### src/rtl/gcd_master.sv
// Upstream sequencer for the gcd FSMD: takes an operand pair on valid/ready,
// runs the 4-phase req/ack exchange on the shared AB bus and returns C on valid/ready.
module gcd_master #(
    parameter int WIDTH = 16,
    parameter int CNT_W = 16
) (
    input  logic             clk,
    input  logic             reset,
    input  logic             in_valid,
    output logic             in_ready,
    input  logic [WIDTH-1:0] in_a,
    input  logic [WIDTH-1:0] in_b,
    output logic             req,
    output logic [WIDTH-1:0] AB,
    input  logic             ack,
    input  logic [WIDTH-1:0] C,
    output logic             res_valid,
    input  logic             res_ready,
    output logic [WIDTH-1:0] res_data,
    output logic             res_err,
    output logic [CNT_W-1:0] op_count
);

    localparam logic [2:0] IDLE   = 3'd0;
    localparam logic [2:0] SEND_A = 3'd1;
    localparam logic [2:0] REL_A  = 3'd2;
    localparam logic [2:0] SEND_B = 3'd3;
    localparam logic [2:0] REL_B  = 3'd4;
    localparam logic [2:0] OUT    = 3'd5;

    logic [2:0]       state_q,     state_d;
    logic             req_q,       req_d;
    logic [WIDTH-1:0] ab_q,        ab_d;
    logic [WIDTH-1:0] b_q,         b_d;
    logic             res_valid_q, res_valid_d;
    logic [WIDTH-1:0] res_data_q,  res_data_d;
    logic             res_err_q,   res_err_d;
    logic [CNT_W-1:0] op_count_q,  op_count_d;

    // Next-state and datapath decode for the sequencer.
    always_comb begin
        state_d     = state_q;
        req_d       = req_q;
        ab_d        = ab_q;
        b_d         = b_q;
        res_valid_d = res_valid_q;
        res_data_d  = res_data_q;
        res_err_d   = res_err_q;
        op_count_d  = op_count_q;
        case (state_q)
            IDLE: begin
                if (in_valid) begin
                    // A zero operand would make gcd subtract forever: answer locally.
                    if ((in_a == '0) || (in_b == '0)) begin
                        res_data_d  = '0;
                        res_err_d   = 1'b1;
                        res_valid_d = 1'b1;
                        state_d     = OUT;
                    end else begin
                        b_d     = in_b;
                        ab_d    = in_a;
                        req_d   = 1'b1;
                        state_d = SEND_A;
                    end
                end else begin
                    state_d = IDLE;
                end
            end
            SEND_A: begin
                if (ack) begin
                    req_d   = 1'b0;
                    state_d = REL_A;
                end else begin
                    req_d = 1'b1;
                end
            end
            REL_A: begin
                if (!ack) begin
                    ab_d    = b_q;
                    req_d   = 1'b1;
                    state_d = SEND_B;
                end else begin
                    req_d = 1'b0;
                end
            end
            SEND_B: begin
                if (ack) begin
                    res_data_d = C;
                    res_err_d  = 1'b0;
                    req_d      = 1'b0;
                    state_d    = REL_B;
                end else begin
                    req_d = 1'b1;
                end
            end
            REL_B: begin
                if (!ack) begin
                    res_valid_d = 1'b1;
                    state_d     = OUT;
                end else begin
                    req_d = 1'b0;
                end
            end
            OUT: begin
                if (res_ready) begin
                    res_valid_d = 1'b0;
                    op_count_d  = op_count_q + CNT_W'(1);
                    state_d     = IDLE;
                end else begin
                    res_valid_d = 1'b1;
                end
            end
            default: begin
                state_d     = IDLE;
                req_d       = 1'b0;
                res_valid_d = 1'b0;
            end
        endcase
    end

    // State and output registers with synchronous reset.
    always_ff @(posedge clk) begin
        if (reset) begin
            state_q     <= IDLE;
            req_q       <= 1'b0;
            ab_q        <= '0;
            b_q         <= '0;
            res_valid_q <= 1'b0;
            res_data_q  <= '0;
            res_err_q   <= 1'b0;
            op_count_q  <= '0;
        end else begin
            state_q     <= state_d;
            req_q       <= req_d;
            ab_q        <= ab_d;
            b_q         <= b_d;
            res_valid_q <= res_valid_d;
            res_data_q  <= res_data_d;
            res_err_q   <= res_err_d;
            op_count_q  <= op_count_d;
        end
    end

    assign in_ready  = (state_q == IDLE);
    assign req       = req_q;
    assign AB        = ab_q;
    assign res_valid = res_valid_q;
    assign res_data  = res_data_q;
    assign res_err   = res_err_q;
    assign op_count  = op_count_q;

endmodule

### config.mk
export PLATFORM = sky130hd
export DESIGN_NAME = gcd_master
export DESIGN_NICKNAME = d
export VERILOG_FILES = /design/src/rtl/gcd_master.sv
export SDC_FILE = /design/constraint.sdc
export NUM_CORES = 1
export LEC_CHECK = 0
export ABC_AREA = 1
export BUFFER_PORTS_ARGS = -buffer_cell sky130_fd_sc_hd__clkbuf_2
export CAP_MARGIN = 20
export CORE_ASPECT_RATIO = 1.5
export CORE_MARGIN = 3
export CORE_UTILIZATION = 49
export CTS_BUF_LIST = sky130_fd_sc_hd__clkbuf_4
export DETAILED_ROUTE_END_ITERATION = 16
export HOLD_SLACK_MARGIN = 0.12
export PLACE_DENSITY = 0.81
export SLEW_MARGIN = 30
export SYNTH_ARGS = -nofsm -noshare
export SYNTH_HDL_FRONTEND = slang
export SYNTH_SLANG_ARGS = --single-unit
### constraint.sdc
create_clock -name clk -period 1.5 [get_ports clk]
set_input_delay 0.225 -clock clk [delete_from_list [all_inputs] [get_ports clk]]
set_output_delay 0.225 -clock clk [all_outputs]
set_load 0.02 [all_outputs]
=== Yosys cells after proc, flatten, opt, wreduce, memory -nomap -nowiden ===
Index checks and enable logic that the tools add are counted.

* Reductions and logical operators: 14
* Muxes and demuxes: 27
* Bitwise gates (word level): 3
* $add $sub $neg: 1
* Eq/ne operators: 14

{| class="wikitable"
|+ Operators with widths
! cell !! count
|-
| $mux W16 || 6
|-
| $pmux W16 S2 || 2
|-
| $logic_not A16 Y1 || 2
|-
| $mux W3 || 7
|-
| $pmux W3 S6 || 1
|-
| $add A16 B1 Y16 const B || 1
|-
| $ne A2 B2 Y1 const B || 8
|-
| $reduce_and A4 Y1 || 4
|-
| $mux W1 || 8
|-
| $pmux W1 S4 || 2
|-
| $eq A3 B2 Y1 const B || 2
|-
| $eq A3 B3 Y1 const B || 2
|-
| $reduce_and A5 Y1 || 1
|-
| $reduce_bool A2 Y1 || 2
|-
| $eq A3 B1 Y1 const B || 1
|-
| $logic_not A3 Y1 || 1
|-
| $not A1 Y1 || 3
|-
| $reduce_and A3 Y1 || 1
|-
| $reduce_or A3 Y1 || 1
|-
| $ne A2 B1 Y1 const B || 1
|-
| $pmux W1 S2 || 1
|-
| $reduce_and A2 Y1 || 1
|-
| $logic_or A1 B1 Y1 || 1
|}

* Register bits: 70
* Word-level logic and storage cells: 67
* Output and inout bits: 52

=== Depth between registers and ports, before layout ===
Gate-level depths: netlist of run 1.

* Depth after elaboration: 5
* Mapped depth: 11
* Depth with buffers taken out: 10

=== Worst setup path before layout of run 1 ===
No wires, ideal clock.

* Path kind: register to register
* From: register state_q[0]
* To: register ab_q[0] (netlist: AB[0])
* Slack: -0.078 ns
* Cell stages (with the launch flop): 11
* Data required time: 1.385 ns
* Period minus slack after synthesis: 1.578 ns
* Arrival time: 1.463 ns
* Cell sequence: dfxtp_1 > inv_2 > nand2_4 > nor2_4 > nand3_2 > buf_4 > nand2_2 > buf_4 > nand3_1 > nand2_1 > nor2_1

* Longest elaborated chain between the ends: 3
* Elaborated cells between the ends (all ways): 8
* Those cells by class: eq/ne (4); mux (1); reduce/logical (3)

{| class="wikitable"
|+ Ends and longest elaborated chain
! item !! RTL line !! source
|-
| start: declaration || 31 || <nowiki>logic [2:0] state_q, state_d;</nowiki>
|-
| start signal: assignment || 133 || <nowiki>state_q <= state_d;</nowiki>
|-
| $logic_not A3 Y1 * || -- ||
|-
| via in_ready || 10 || <nowiki>output logic in_ready,</nowiki>
|-
| $ne A2 B2 Y1 (no line) or $reduce_bool A2 Y1 (tied branches) || -- ||
|-
| $reduce_and A4 Y1 (no line) || -- ||
|-
| end signal: assignment || 126 || <nowiki>ab_q <= '0;</nowiki>
|-
| end signal: assignment || 135 || <nowiki>ab_q <= ab_d;</nowiki>
|-
| end: declaration || 33 || <nowiki>logic [WIDTH-1:0] ab_q, ab_d;</nowiki>
|}

Mark *: on every way through the listed nets, which the timed path passes. The rest lies on a longest branch.
A chain may end at the register's enable or synchronous reset.

=== Worst setup path after layout of run 1 ===
* From: register state_q[1]
* To: register ab_q[6] (netlist: AB[6])

* Longest elaborated chain between the ends: 3
* Elaborated cells between the ends (all ways): 8
* Those cells by class: eq/ne (4); mux (1); reduce/logical (3)

{| class="wikitable"
|+ Ends and longest elaborated chain
! item !! RTL line !! source
|-
| $eq A3 B2 Y1 or $logic_not A3 Y1 (tied branches) || 50 || <nowiki>case (state_q)</nowiki>
|-
| $ne A2 B2 Y1 (no line) or $reduce_bool A2 Y1 (tied branches) || -- ||
|-
| $reduce_and A4 Y1 (no line) || -- ||
|}

Parallel ways exist; a longest one is shown, timed or not.

==> summary.txt, run 1 <==
Synth
  • FFs w/ async S/R, synth: 0%
  • Syn_area_per_cell: 6.17 um^2
  • Top-count cell post-synth: nand2_1
  • Top cells by count, synth: nand2_1 (167), nor2_1 (109), inv_1 (88)
  • Synth Flop Type: dfxtp_1
  • Synthesized net count: 660
  • Dominant cells by area after synthesis: dfxtp_1 (37%), nand2_1 (17%), nor2_1 (11%)
  • Post-synth top area cell: dfxtp_1
  • Synth warn: 0
  • Synthesized cell area: approximately 0.0037 mm^2
  • Synthesized instance count: roughly 600
  • FF+latch count, synth: 70
  • Yosys cell types: 28
  • Synth top area share: 37.5%
  • Sequential area share after synthesis: between 30% and 40%
  • Post-synth EDFFs: 0

Global route
  • Overall Global Routing Usage: between 20% and 30%
  • Vias in the first global route: between 3000 and 4000
  • Largest net degree at the start of global routing: 63
  • First-pass GRT wire length: ~15 mm
  • Initial antenna violation count: 1
  • GRT overflow: 0

STA
  • Hold WS: roughly 0.15 ns
  • Crit share post-route: 103%
  • Setup violators final: 9
  • Final worst setup slack: -0.0397 ns
  • Max-Slew Margin vs Limit: between 70% and 80%
  • Fin crit period: around 1.5 ns
  • Worst-Margin Slew: between 0.3 and 0.4 ns
  • Final Hold Fails: 0
  • Fmax: around 650 MHz
  • Slew Limit Fails: 0
  • RSZ-0062 raised after global routing: yes
  • Worst Skew: around 0.0097 ns

Place
  • Detail Placement HPWL: approximately 6.7 mm
  • GPL Wtd Cong: slightly below 0.9
  • Pre-CTS WS: -0.0625 ns
  • Cell Area, Placed: ~0.0045 mm^2
  • Count of buffers from port buffering: ~100
  • Cell count after placement: 804

Clock network
  • Clock Tree Buf Depth: 2
  • CTS tree: done
  • Worst-path clk slew: between 0.1 and 0.15 ns
  • Total CTS buffers: 9
  • Root Buffer: clkbuf_4
  • Worst-skew pair later-pin latency: 0.41 ns
  • Number of clock sinks: 70
  • CTS H-Tree Depth: 3

Power and ir drop
  • Leakage: roughly 2.6 nW
  • Pwr Density: between 1500 and 2000 mW/mm^2
  • Worst IR drop on VDD: 0.000731 V
  • Pwr Total: between 0.009 and 0.01 W

Drt
  • Via count: ~4300
  • Final ANT Viol Nets: 0
  • Post-route DRC: 0
  • Via density: 4.97
  • WL/cell: 12.5 um
  • WL final: between 10 and 15 mm
  • First-pass detailed-route iteration total: 5
  • DRT iter0 DRCs: 320

Critical path
  • Slowest-stage cell, CP: dfxtp_2
  • WP data arrival: about 1.9 ns
  • Largest stage delay on the critical path: 0.35 ns
  • Worst Setup End Kind: flop
  • Crit-path most repeated cell: nand2_4
  • CP required: 1.85 ns
  • Crit path max fanout: 8
  • Critical path type: flop to flop
  • WP buf/inv: 4
  • CP startpoint kind: flop
  • Delay-heaviest family, CP: simple AND/OR/NAND/NOR gates
  • CP Cell Sequence: inv_4 > nand2_4 > nor2_4 > buf_12 > nand2_4 > o21ai_2 > inv_2 > clkbuf_16 > nand3_2 > nand2_1 > nor2_1

Layout
  • Layout Cells excl Fill: 857
  • Fin nets: ~810
  • # fillers: about 600
  • Share of cells above drive strength 1: a little under 30%
  • Fin area: 0.00531 mm^2
  • Area grow syn2layout: 42.2%

Floorplan
  • Ports: between 100 and 150
  • Die ar.: 0.00873 mm^2
  • Initial Util: about half
  • Placeable Area: 0.00732 mm^2
  • Die extent in y: 113 um
  • Site Rows: 38
  • Die Width: around 77 um

Run status
  • Violated checks: negative setup slack
  • Outcome: finished, violations left

Run
  • Max-cap viol count: 0

Worst hold path
  • Worst hold path type: primary input to flop
sequential cells by signal (all words and copies together) (netlist names):
register   count
AB            16
b_q           16
op_count      16
res_data      16
state_q        3
req            1
res_err        1
res_valid      1
placed cells by master (no fill, tap or decap), types with 6 or more instances in the layout:
cell             n
nand2_1        161
nor2_1         105
clkbuf_2       103
inv_1           87
dfxtp_1         65
o21ai_0         24
nand4_1         20
buf_4           19
a21oi_1         18
dlygate4sd3_1   18
nand3_1         15
nand3_2         14
a21oi_2         13
clkbuf_4        10
buf_12           9
nor3_1           6
layout make-up:
type,instances,area [um^2],area share [%]
Antenna cell,1,2.50,0.0471
Clock buffer,10,75.1,1.41
Clock inverter,4,16.3,0.306
Inverter,95,377,7.09
Multi-Input combinational cell,418,2110,39.8
Sequential cell,70,1420,26.6
Tap cell,100,125,2.35
Timing Repair Buffer,159,1190,22.4
repair_timing:
| action | CTS | global route |
|---|---|---|
| endpoints found under the hold margin | 22 | 0 |
| resized for setup | 11 | 72 |
| setup buffers | 4 | 8 |
| pin swaps | 2 | 31 |
| gates cloned | 0 | 8 |
| endpoints found under the setup margin | 17 | 42 |
| hold buffers | 18 | 0 |
worst paths after layout:
check / startpoint / endpoint / slack [ns] / cells past startpoint
max: state_q[1]$_SDFFE_PP0P_ / AB[6]$_SDFFE_PP0P_ / -0.04 / 11
min: C[3] / res_data[3]$_SDFFE_PP0P_ / 0.15 / 5
max reg2reg: state_q[1]$_SDFFE_PP0P_ / AB[6]$_SDFFE_PP0P_ / -0.04 / 11
min reg2reg: op_count[0]$_SDFFE_PP0P_ / op_count[0]$_SDFFE_PP0P_ / 0.46 / 1
layer usage:
metal / track usage (%) / vias up / wire length (um)
li1: - / 2171 / -
met2: 39.5 / 159 / 5730
met1: 23.2 / 1900 / 4090
met5: 0 / - / 0
met4: 11.8 / 0 / 354
met3: 3.74 / 31 / 541
stage by stage:
step	TNS (ns)	utilization, %
4_1_cts	-0.0251	66.0
2_1_floorplan	0	-
5_1_grt	-1.60	72.6
3_5_place_dp	-0.440	61.1
3_3_place_gp	0	61.1
6_report	-0.138	72.6
worst register-to-register path: stages, from the launching register on:
cell,delay (ns)
dfxtp_2,0.35
inv_4,0.08
nand2_4,0.07
nor2_4,0.15
buf_12,0.13
nand2_4,0.06
o21ai_2,0.07
inv_2,0.11
clkbuf_16,0.19
nand3_2,0.07
nand2_1,0.07
nor2_1,0.13
where the power goes:
part | switching [W] | internal, W
Clock | 0.000616 | 0.000323
Sequential | 0.000298 | 0.00243
Combinational | 0.00349 | 0.00245
Total | 0.00441 | 0.00520
cell families (layout without fill, tap and decap cells):
logic type | after synthesis | in the layout | share of synthesized area, %
XOR/XNOR | 1 | 1 | 0.234
other | 0 | 1 | 0
adder cells (fa/ha/maj) | 1 | 1 | 0.335
AO/OA/AOI/OAI | 67 | 67 | 9.21
AND/OR/NAND/NOR | 346 | 349 | 39.6
flip-flops | 70 | 70 | 37.5
buffers and inverters | 121 | 268 | 13.1
Power figures use the tool's default switching activity.
==> run 2: changes to the inputs <==
Settings changed: CORE_ASPECT_RATIO 1.5 to unset.
==> summary.txt, run 2 (synthesis results as in run 1) <==
Critical path
  • Worst Setup End Kind: flop (unchanged)
  • WP data arrival: 1.86 ns (was 1.89 ns)
  • Crit path max fanout: 34 (was 8)
  • R2R setup slack: -0.02 ns (was -0.04 ns)
  • Reg-to-reg critical path startpoint: state_q[0]$_SDFFE_PP0P_ (was state_q[1]$_SDFFE_PP0P_)
  • Critical path type: flop to flop (unchanged)
  • CP startpoint kind: flop (unchanged)
  • R2R depth: 9 (was 11)
  • Setup crit end: AB[0]$_SDFFE_PP0P_ (was AB[6]$_SDFFE_PP0P_)
  • Reg2reg end: AB[0]$_SDFFE_PP0P_ (was AB[6]$_SDFFE_PP0P_)
  • Crit path launch: state_q[0]$_SDFFE_PP0P_ (was state_q[1]$_SDFFE_PP0P_)
  • CP required: 1.84 ns (was 1.85 ns)

Drt
  • WL/cell: 11.7 um (was 12.5 um)
  • Via count: 4161 (was 4261)
  • First-pass detailed-route iteration total: 5 (unchanged)
  • Final ANT Viol Nets: 0 (unchanged)
  • Via density: 4.88 (was 4.97)
  • WL final: 10.0 mm (was 10.7 mm)
  • DRT iter0 DRCs: 237 (was 320)
  • Post-route DRC: 0 (unchanged)

STA
  • Final Hold Fails: 0 (unchanged)
  • Final worst setup slack: -0.0191 ns (was -0.0397 ns)
  • Final TNS setup: -0.0223 ns (was -0.138 ns)
  • Setup violators final: 2 (was 9)
  • Max-Slew Margin vs Limit: 82.0% (was 78.8%)
  • Crit share post-route: 101% (was 103%)
  • Hold WS: 0.149 ns (was 0.154 ns)
  • RSZ-0062 raised after global routing: yes (unchanged)
  • Worst-Margin Slew: 0.267 ns (was 0.315 ns)
  • Slew Limit Fails: 0 (unchanged)
  • Fmax: 658 MHz (was 649 MHz)
  • Fin crit period: 1.52 ns (was 1.54 ns)
  • Worst Skew: 0.0150 ns (was 0.00969 ns)

Run status
  • Violated checks: negative setup slack (unchanged)
  • Outcome: finished, violations left (unchanged)

Worst hold path
  • Worst hold path type: primary input to flop (unchanged)
  • Hold_sp: C[15] (was C[3])

Clock network
  • Worst-path clk slew: 0.12 ns (was 0.11 ns)
  • Worst-skew pair later-pin latency: 0.41 ns (about the same)
  • Number of clock sinks: 70 (unchanged)
  • Root Buffer: clkbuf_4 (unchanged)
  • Clock Tree Buf Depth: 2 (unchanged)
  • Total CTS buffers: 9 (unchanged)
  • CTS tree: done (unchanged)
  • CTS H-Tree Depth: 3 (unchanged)

Floorplan
  • Die ar.: 0.00871 mm^2 (was 0.00873 mm^2)
  • Ports: 105 (unchanged)
  • Site Rows: 31 (was 38)
  • Die Width: 93.3 um (was 77.3 um)
  • Placeable Area: 0.00733 mm^2 (was 0.00732 mm^2)
  • Die extent in y: 93.3 um (was 113 um)
  • Initial Util: 51.0% (about the same)

Power and ir drop
  • Pwr Density: 1790 mW/mm^2 (was 1810 mW/mm^2)
  • Worst IR drop on VDD: 0.000687 V (was 0.000731 V)
  • Leakage: 2.56 nW (was 2.61 nW)

Global route
  • Vias in the first global route: 3608 (was 3645)
  • Initial antenna violation count: 0 (was 1)
  • Overall Global Routing Usage: 22.4% (was 21.6%)
  • Largest net degree at the start of global routing: 63 (unchanged)
  • GRT overflow: 0 (unchanged)
  • First-pass GRT wire length: 15.8 mm (was 15.4 mm)

Layout
  • Area grow syn2layout: 38.7% (was 42.2%)
  • Layout Cells excl Fill: 852 (was 857)
  • N_diodes: 0 (was 1)
  • Most frequent cells in the layout: nand2_1 (160), clkbuf_2 (103), nor2_1 (99) (was nand2_1 (161), nor2_1 (105), clkbuf_2 (103))
  • Fin nets: 802 (was 807)
  • Most common library cell in the layout ignoring fill and taps: nand2_1 (unchanged)
  • Share of cells above drive strength 1: 29.1% (was 28.8%)

Place
  • Count of buffers from port buffering: 104 (unchanged)
  • GPL Wtd Cong: 0.920 (was 0.895)
  • Cell count after placement: 805 (was 804)
  • Detail Placement HPWL: 6.70 mm (about the same)

Run
  • Max-cap viol count: 0 (unchanged)
-- run 2: changes by cell type in the layout (fill, tap and decap cells not counted), moves of 4 or more --
cell     delta
nand3_1     +4
nand3_2     -4
nor2_1      -6
buf_12      -4
nor2_2      +7
-- run 2: worst min-delay path by stage --
| stage | endpoint | slack (ns) | depth (start not counted) |
|---|---|---|---|
| floorplan | b_q[0]$_SDFFE_PP0P_ | 0.36 | 2 |
| global placement | req$_SDFFE_PP0P_ | 0.44 | 2 |
| detailed placement | req$_SDFFE_PP0P_ | 0.44 | 2 |
| CTS | res_data[15]$_SDFFE_PP0P_ | 0.13 | 5 |
| global route | res_data[9]$_SDFFE_PP0P_ | 0.15 | 5 |
| finish | res_data[15]$_SDFFE_PP0P_ | 0.15 | 5 |
-- run 2: final cells by class --
| cell class | instances | area [um^2] |
|---|---|---|
| Clock inverter | 6 | 62.6 |
| Tap cell | 99 | 124 |
| Multi-Input combinational cell | 416 | 2050 |
| Fill cell | 617 | 2150 |
| Timing Repair Buffer | 156 | 1090 |
| Inverter | 95 | 364 |
| Sequential cell | 70 | 1420 |
| Clock buffer | 10 | 75.1 |
-- run 2: stage by stage --
| stage | cell area (um^2) | setup WS, ns | utilization, % | power [W] |
|---|---|---|---|---|
| after floorplan | 3760 | 0.00520 | - | 0.00589 |
| after detailed placement | 4480 | -0.0780 | 61.1 | 0.00702 |
| final | 5180 | -0.0191 | 70.7 | 0.00930 |
| after global routing | 5180 | -0.135 | 70.7 | 0.0100 |
| after CTS | 4900 | -0.0266 | 66.8 | 0.00859 |
| after global placement | 4480 | -0.0279 | 61.1 | 0.00689 |
-- run 2: what timing repair did --
| action | 4_1_cts | 5_1_grt |
|---|---|---|
| hold buffers | 18 | 0 |
| cloned | 1 | 3 |
| gates resized for setup | 12 | 60 |
| pin swaps | 1 | 17 |
| endpoints found under the setup margin | 26 | 46 |
| endpoints found under the hold margin | 24 | 0 |
| buffers inserted | 4 | 5 |
-- run 2: power by group --
group          switching (W)  internal, W  total [W]
sequential          0.000280      0.00242    0.00271
combinational        0.00323      0.00217    0.00540
clock               0.000672     0.000521    0.00119
total                0.00419      0.00511    0.00930
-- run 2: critical path, cell delays in order (launching register included) --
cell     delay, ns
dfxtp_4       0.37
inv_4         0.06
buf_4         0.15
nand3_4       0.10
buf_8         0.19
o21ai_0       0.26
inv_1         0.10
nand3_2       0.08
nand2_1       0.05
nor2_1        0.08
-- run 2: routing by layer --
metal	GRT usage (%)	part of all wire, %	vias up
li1	-	-	2165
met3	3.46	4.8	16
met1	28.7	43	1867
met4	8.18	1.7	0
met5	0	0	-
met2	38.1	51	113
